[src/rtl/pong_pkg.sv]
// pong_pkg: shared types and constants for the pong game-state controller.
//   state_t    : game phase (NEWGAME, PLAY, NEWBALL, OVER)
//   bcd_t      : one BCD digit
//   TXT_*      : bit positions inside the {score, logo, over} text enable mask
//   text_mask(): text enable mask shown while in a given phase
package pong_pkg;

  typedef enum logic [1:0] {
    NEWGAME = 2'd0,
    PLAY    = 2'd1,
    NEWBALL = 2'd2,
    OVER    = 2'd3
  } state_t;

  typedef logic [3:0] bcd_t;

  // Prefixed so they do not collide with the OVER state literal.
  localparam int TXT_SCORE = 2;
  localparam int TXT_LOGO  = 1;
  localparam int TXT_OVER  = 0;

  // The score layer is always on; the logo is shown only while waiting for
  // a new game and the "game over" banner only in OVER.
  function automatic logic [2:0] text_mask(input state_t s);
    logic [2:0] m;
    m            = '0;
    m[TXT_SCORE] = 1'b1;
    if (s == NEWGAME) m[TXT_LOGO] = 1'b1;
    if (s == OVER)    m[TXT_OVER] = 1'b1;
    return m;
  endfunction

endpackage

[src/rtl/bcd2_counter.sv]
// bcd2_counter: two-digit BCD up-counter that saturates at 99.
//   clk, rst_n : clock, asynchronous active-low reset
//   clr        : synchronous clear to 00 (wins over inc)
//   inc        : add one (ignored at 99)
//   tens, ones : registered BCD digits, always within 0..9
module bcd2_counter
  import pong_pkg::*;
(
  input  logic clk,
  input  logic rst_n,
  input  logic clr,
  input  logic inc,
  output bcd_t tens,
  output bcd_t ones
);

  bcd_t tens_reg, tens_next;
  bcd_t ones_reg, ones_next;
  logic at_max;

  assign at_max = (tens_reg == 4'd9) && (ones_reg == 4'd9);

  always_comb begin
    tens_next = tens_reg;
    ones_next = ones_reg;
    if (clr) begin
      tens_next = 4'd0;
      ones_next = 4'd0;
    end else if (inc && !at_max) begin
      if (ones_reg == 4'd9) begin
        ones_next = 4'd0;
        tens_next = tens_reg + 4'd1;
      end else begin
        ones_next = ones_reg + 4'd1;
      end
    end
  end

  always_ff @(posedge clk or negedge rst_n) begin
    if (!rst_n) begin
      tens_reg <= 4'd0;
      ones_reg <= 4'd0;
    end else begin
      tens_reg <= tens_next;
      ones_reg <= ones_next;
    end
  end

  assign tens = tens_reg;
  assign ones = ones_reg;

endmodule

[src/rtl/pong_game_ctrl.sv]
// pong_game_ctrl: game-state controller feeding the text overlay and playfield.
//   clk, rst_n      : pixel clock, asynchronous active-low reset
//   tick            : one pulse per video frame, paces the pause timer
//   btn[1:0]        : player buttons (level); any bit set counts as a press
//   hit1, hit2      : player 1 / player 2 scores (pulse, honoured in PLAY only)
//   miss            : ball left the field (pulse, honoured in PLAY only)
//   dig3..dig0      : P1 tens, P1 ones, P2 tens, P2 ones (BCD)
//   ball[4:0]       : balls remaining (bit 4 always 0)
//   text_en[2:0]    : {score, logo, over} layer enables
//   gra_still       : 1 freezes ball and paddles
// All outputs are registered with one cycle of latency.
module pong_game_ctrl
  import pong_pkg::*;
#(
  parameter int BALLS       = 3,
  parameter int TIMER_TICKS = 120,
  parameter int TIMER_W     = 7
) (
  input  logic       clk,
  input  logic       rst_n,
  input  logic       tick,
  input  logic [1:0] btn,
  input  logic       hit1,
  input  logic       hit2,
  input  logic       miss,
  output logic [3:0] dig3,
  output logic [3:0] dig2,
  output logic [3:0] dig1,
  output logic [3:0] dig0,
  output logic [4:0] ball,
  output logic [2:0] text_en,
  output logic       gra_still
);

  localparam logic [3:0]         BALLS_INIT = 4'(BALLS);
  localparam logic [TIMER_W-1:0] TIMER_LOAD = TIMER_W'(TIMER_TICKS);
  localparam logic [TIMER_W-1:0] TIMER_ONE  = TIMER_W'(1);
  localparam logic [2:0]         TEXT_RST   = 3'b110;

  state_t             state_reg, state_next;
  logic [3:0]         ball_reg, ball_next;
  logic [TIMER_W-1:0] timer_reg, timer_next;
  logic [2:0]         text_en_reg, text_en_next;
  logic               gra_still_reg, gra_still_next;

  logic       pressed;
  logic       timer_done;
  logic       in_play;
  logic       score_clr;
  logic [1:0] score_inc;
  bcd_t [1:0] score_tens;
  bcd_t [1:0] score_ones;

  assign pressed    = (btn != 2'b00);
  assign timer_done = (timer_reg == '0);
  assign in_play    = (state_reg == PLAY);

  // Scores are cleared only when a new game actually starts, so the final
  // score stays on screen through OVER and the idle NEWGAME phase.
  assign score_clr = (state_reg == NEWGAME) && pressed;
  assign score_inc = {hit2, hit1} & {2{in_play}};

  // Index 0 is player 1, index 1 is player 2.
  genvar gi;
  generate
    for (gi = 0; gi < 2; gi++) begin : g_score
      bcd2_counter u_score (
        .clk   (clk),
        .rst_n (rst_n),
        .clr   (score_clr),
        .inc   (score_inc[gi]),
        .tens  (score_tens[gi]),
        .ones  (score_ones[gi])
      );
    end
  endgenerate

  // State and datapath registers.
  always_ff @(posedge clk or negedge rst_n) begin
    if (!rst_n) begin
      state_reg     <= NEWGAME;
      ball_reg      <= BALLS_INIT;
      timer_reg     <= '0;
      text_en_reg   <= TEXT_RST;
      gra_still_reg <= 1'b1;
    end else begin
      state_reg     <= state_next;
      ball_reg      <= ball_next;
      timer_reg     <= timer_next;
      text_en_reg   <= text_en_next;
      gra_still_reg <= gra_still_next;
    end
  end

  // Next-state logic.
  always_comb begin
    state_next = state_reg;
    case (state_reg)
      NEWGAME: if (pressed) state_next = PLAY;
      PLAY:    if (miss) state_next = (ball_reg > 4'd1) ? NEWBALL : OVER;
      NEWBALL: if (timer_done && pressed) state_next = PLAY;
      OVER:    if (timer_done) state_next = NEWGAME;
      default: state_next = NEWGAME;
    endcase
  end

  // Ball counter and pause timer.
  always_comb begin
    ball_next  = ball_reg;
    timer_next = timer_reg;
    // The load is checked first so it overrides a tick in the same cycle.
    if (in_play && miss) begin
      ball_next  = ball_reg - 4'd1;
      timer_next = TIMER_LOAD;
    end else if (tick && !timer_done) begin
      timer_next = timer_reg - TIMER_ONE;
    end
    if ((state_reg == NEWGAME && pressed) || (state_reg == OVER && timer_done)) begin
      ball_next = BALLS_INIT;
    end
  end

  // Output decode, taken from the next state so it lines up with the
  // registered state after the edge.
  always_comb begin
    text_en_next   = text_mask(state_next);
    gra_still_next = (state_next != PLAY);
  end

  assign dig3      = score_tens[0];
  assign dig2      = score_ones[0];
  assign dig1      = score_tens[1];
  assign dig0      = score_ones[1];
  assign ball      = {1'b0, ball_reg};
  assign text_en   = text_en_reg;
  assign gra_still = gra_still_reg;

endmodule

[config.mk]
export PLATFORM = sky130hd
export DESIGN_NAME = pong_game_ctrl
export DESIGN_NICKNAME = d
export VERILOG_FILES = /design/src/rtl/pong_pkg.sv /design/src/rtl/bcd2_counter.sv /design/src/rtl/pong_game_ctrl.sv
export SDC_FILE = /design/constraint.sdc
export NUM_CORES = 1
export LEC_CHECK = 0
export ABC_AREA = 1
export BUFFER_PORTS_ARGS = -buffer_cell sky130_fd_sc_hd__clkbuf_2
export CAP_MARGIN = 25
export CORE_ASPECT_RATIO = 1.4
export CORE_MARGIN = 1.5
export CORE_UTILIZATION = 45
export DETAILED_ROUTE_END_ITERATION = 8
export HOLD_SLACK_MARGIN = 0.1
export PLACE_DENSITY = 0.66
export SYNTH_ARGS = -nofsm -noshare
export SYNTH_HDL_FRONTEND = slang
export SYNTH_SLANG_ARGS = --single-unit
[constraint.sdc]
create_clock -name clk -period 1.5 [get_ports clk]
set_input_delay 0.3 -clock clk [delete_from_list [all_inputs] [get_ports clk]]
set_output_delay 0.3 -clock clk [all_outputs]
set_load 0.005 [all_outputs]
==> results.sh <==
export IMPL_status="finished, final reports clean"
export IMPL_rr_worst_depth=9
export IMPL_drc_errors=0
export IMPL_dp_cells=307
export IMPL_skew_ns=0.00273
export IMPL_clkTransAtPathRegs_ns=0.06
export IMPL_crit_path_end_kind="register"
export IMPL_place_congestion=0.906
export IMPL_drv_cap=0
export IMPL_regArea_um2=806
export IMPL_min_period_ns=1.41
export IMPL_power_mw=3.70
export IMPL_die_area_um2=4570
export IMPL_hold_end="timer_reg[1]"
export IMPL_path_common_cell="nand2_1"
export IMPL_slew_viol_final=0
export IMPL_cts_root_buf="clkbuf_8"
export IMPL_core_rowCount=27
export IMPL_final_util_pct=58.1
export IMPL_htree_levels=2
export IMPL_cpMaxStageDelayCell="dfstp_2"
export IMPL_r2r_end="text_en[1]"
export IMPL_hp_class="primary input to register"
export IMPL_first_global_vias=1542
export IMPL_die_h_um=79.4
export IMPL_syn_area_um2=1880
export IMPL_ir_drop_mv=1.01
export IMPL_synth_top_area_share_pct=37.4
export IMPL_grt_pass1_wl_um=6490
export IMPL_drt_pass1_iter_count=4
export IMPL_dp_hpwl_um=2830
export IMPL_final_common_cell="nand2_1"
export IMPL_grt_total_usage_pct=18.3
export IMPL_grt_max_degree=33
export IMPL_synthToLayoutAreaGrowth_pct=22.4
export IMPL_drive_gt1_share_pct=30.5
export IMPL_coreArea_um2=3950
export IMPL_cts_tree="built"
export IMPL_yosys_warnings=0
export IMPL_mostFrequentLayoutCells="nand2_1 (43), clkbuf_2 (30), dfrtp_1 (28)"
export IMPL_yosysUniqueCellTypes=28
export IMPL_tns_ns=0
export IMPL_via_per_inst=5.04
export IMPL_n_antenna_cell=0
export IMPL_power_leakage_nw=1.25
export IMPL_avgSynthCellArea_um2=8.23
export IMPL_fillCellCount=350
export IMPL_placed_area_um2=2120
export IMPL_postRouteAntennaNets=0
export IMPL_fmax_ghz=0.710
export IMPL_cts_buffers=5
export IMPL_drt_initial_drc_count=58
export IMPL_path_max_fanout=4
export IMPL_power_density_nw_per_um2=1610
export IMPL_yosys_area_top_type="dfrtp_1"
export IMPL_avgRoutedWirePerCell_um=12.1
export IMPL_io_pins=33
export IMPL_timing_hold_ws_ns=0.368
export IMPL_fin_ws_ns=0.0925
export IMPL_portBuffers=30
export IMPL_antenna_found_initial=0
export IMPL_synthTopCellsByArea="dfrtp_1 (37%), nand2_1 (9.2%), ha_1 (7.3%), nand3_1 (6.1%), dfstp_2 (5.6%)"
export IMPL_multi_input_area_um2=983
export IMPL_cts_sinks=32
export IMPL_synth_nets=247
export IMPL_crit_chain="inv_2, ha_4, inv_2, nand2_1, nand2_1, nand2_1, nand2_2, nand4_1, nor2_1"
export IMPL_cts_buffer_depth=2
export IMPL_wl_um=3830
export IMPL_worstHoldStart="tick"
export IMPL_critical_path_class="register to register"
export IMPL_critical_path_max_stage_delay_ns=0.57
export IMPL_grt_overflow=0
export IMPL_final_cell_count_no_fill=318
export IMPL_synthCells=228
export IMPL_vias=1603
export IMPL_timing_rr_start="ball_reg[0]"
export IMPL_fin_crit_sh_pct=93.8
export IMPL_reg2reg_slack_ns=0.09
export IMPL_die_width_um=57.6
export IMPL_dp_slack_ns=0.0128
export IMPL_arrival_ns=1.62
export IMPL_hold_violations=0
export IMPL_yosysSeqAreaShare_pct=43.0
export IMPL_finalSetupViolCount=0
export IMPL_clock_latency_ns=0.28
export IMPL_crit_path_start_kind="register"
export IMPL_nNetsFinal=293
export IMPL_design_area_um2=2300
export IMPL_initial_core_util_pct=47.5
export IMPL_crit_required_ns=1.72
export IMPL_ys_ff_latch=32
export IMPL_hold_depth=3
-- synthesized netlist by cell type (all sizes together) --
cell / n
nand2: 55
inv: 30
dfrtp: 28
nand3: 24
nor2: 20
o21ai: 19
ha: 11
xor2: 8
nand3b: 5
or2: 5
buf: 4
dfstp: 4
nand4: 4
xnor2: 3
a21oi: 2
conb: 2
nor3: 2
o22ai: 2
-- kinds of logic after synthesis --
logic type                 Yosys count  share of synthesized area, %
and+or+nand+nor                    115                          29.5
buffers and inverters               34                          7.80
DFF                                 32                          43.0
AOI/OAI and AO/OA                   23                          6.87
xor gates and xnor gates            11                          5.14
adders and majority gates           11                          7.34
other                                2                         0.400
-- routing by layer --
layer	global-route usage [%]	up-vias	part of all wire [%]	wire (µm)
met3	3.89	9	3.6	139
li1	-	817	-	-
met4	8.14	0	2.2	83
met5	0	-	0	0
met2	31.3	34	51	1970
met1	21.8	743	43	1640
-- how the worst max path moves through the flow --
stage,startpoint,cells past startpoint,end
3_5_place_dp,ball_reg[0],9,text_en[1]
3_3_place_gp,g_score[0].u_score.ones[1],8,g_score[0].u_score.tens[1]
6_report,ball_reg[0],9,text_en[1]
2_1_floorplan,timer_reg[0],9,timer_reg[2]
5_1_grt,g_score[0].u_score.ones[1],8,g_score[0].u_score.tens[0]
4_1_cts,ball_reg[0],9,text_en[1]
-- critical path: cells and delay by family, from the launching register on --
family	cells	cell delay [ns]
buffers and inverters	2	0.12
flip-flops	1	0.57
adder cells (fa/ha/maj)	1	0.16
AND/OR/NAND/NOR	6	0.50
-- power by group --
part	leakage (nW)	switching (mW)	internal [mW]
Clock	0.0455	0.299	0.374
Combinational	0.794	0.912	0.676
Sequential	0.407	0.267	1.17
-- layout make-up --
type | instances | share of cell area, %
clock buffer | 8 | 3.92
inverter | 30 | 4.90
multi-input combinational | 162 | 42.8
sequential | 32 | 35.1
tap | 43 | 2.34
timing repair buffer | 43 | 10.9
-- timing repair --
item,CTS,global route
setup buffers,0,2
gates resized for setup,0,18
setup endpoints to repair,0,22
endpoints found under the hold margin,28,0
hold buffers,1,0
Power figures use the tool's default switching activity.
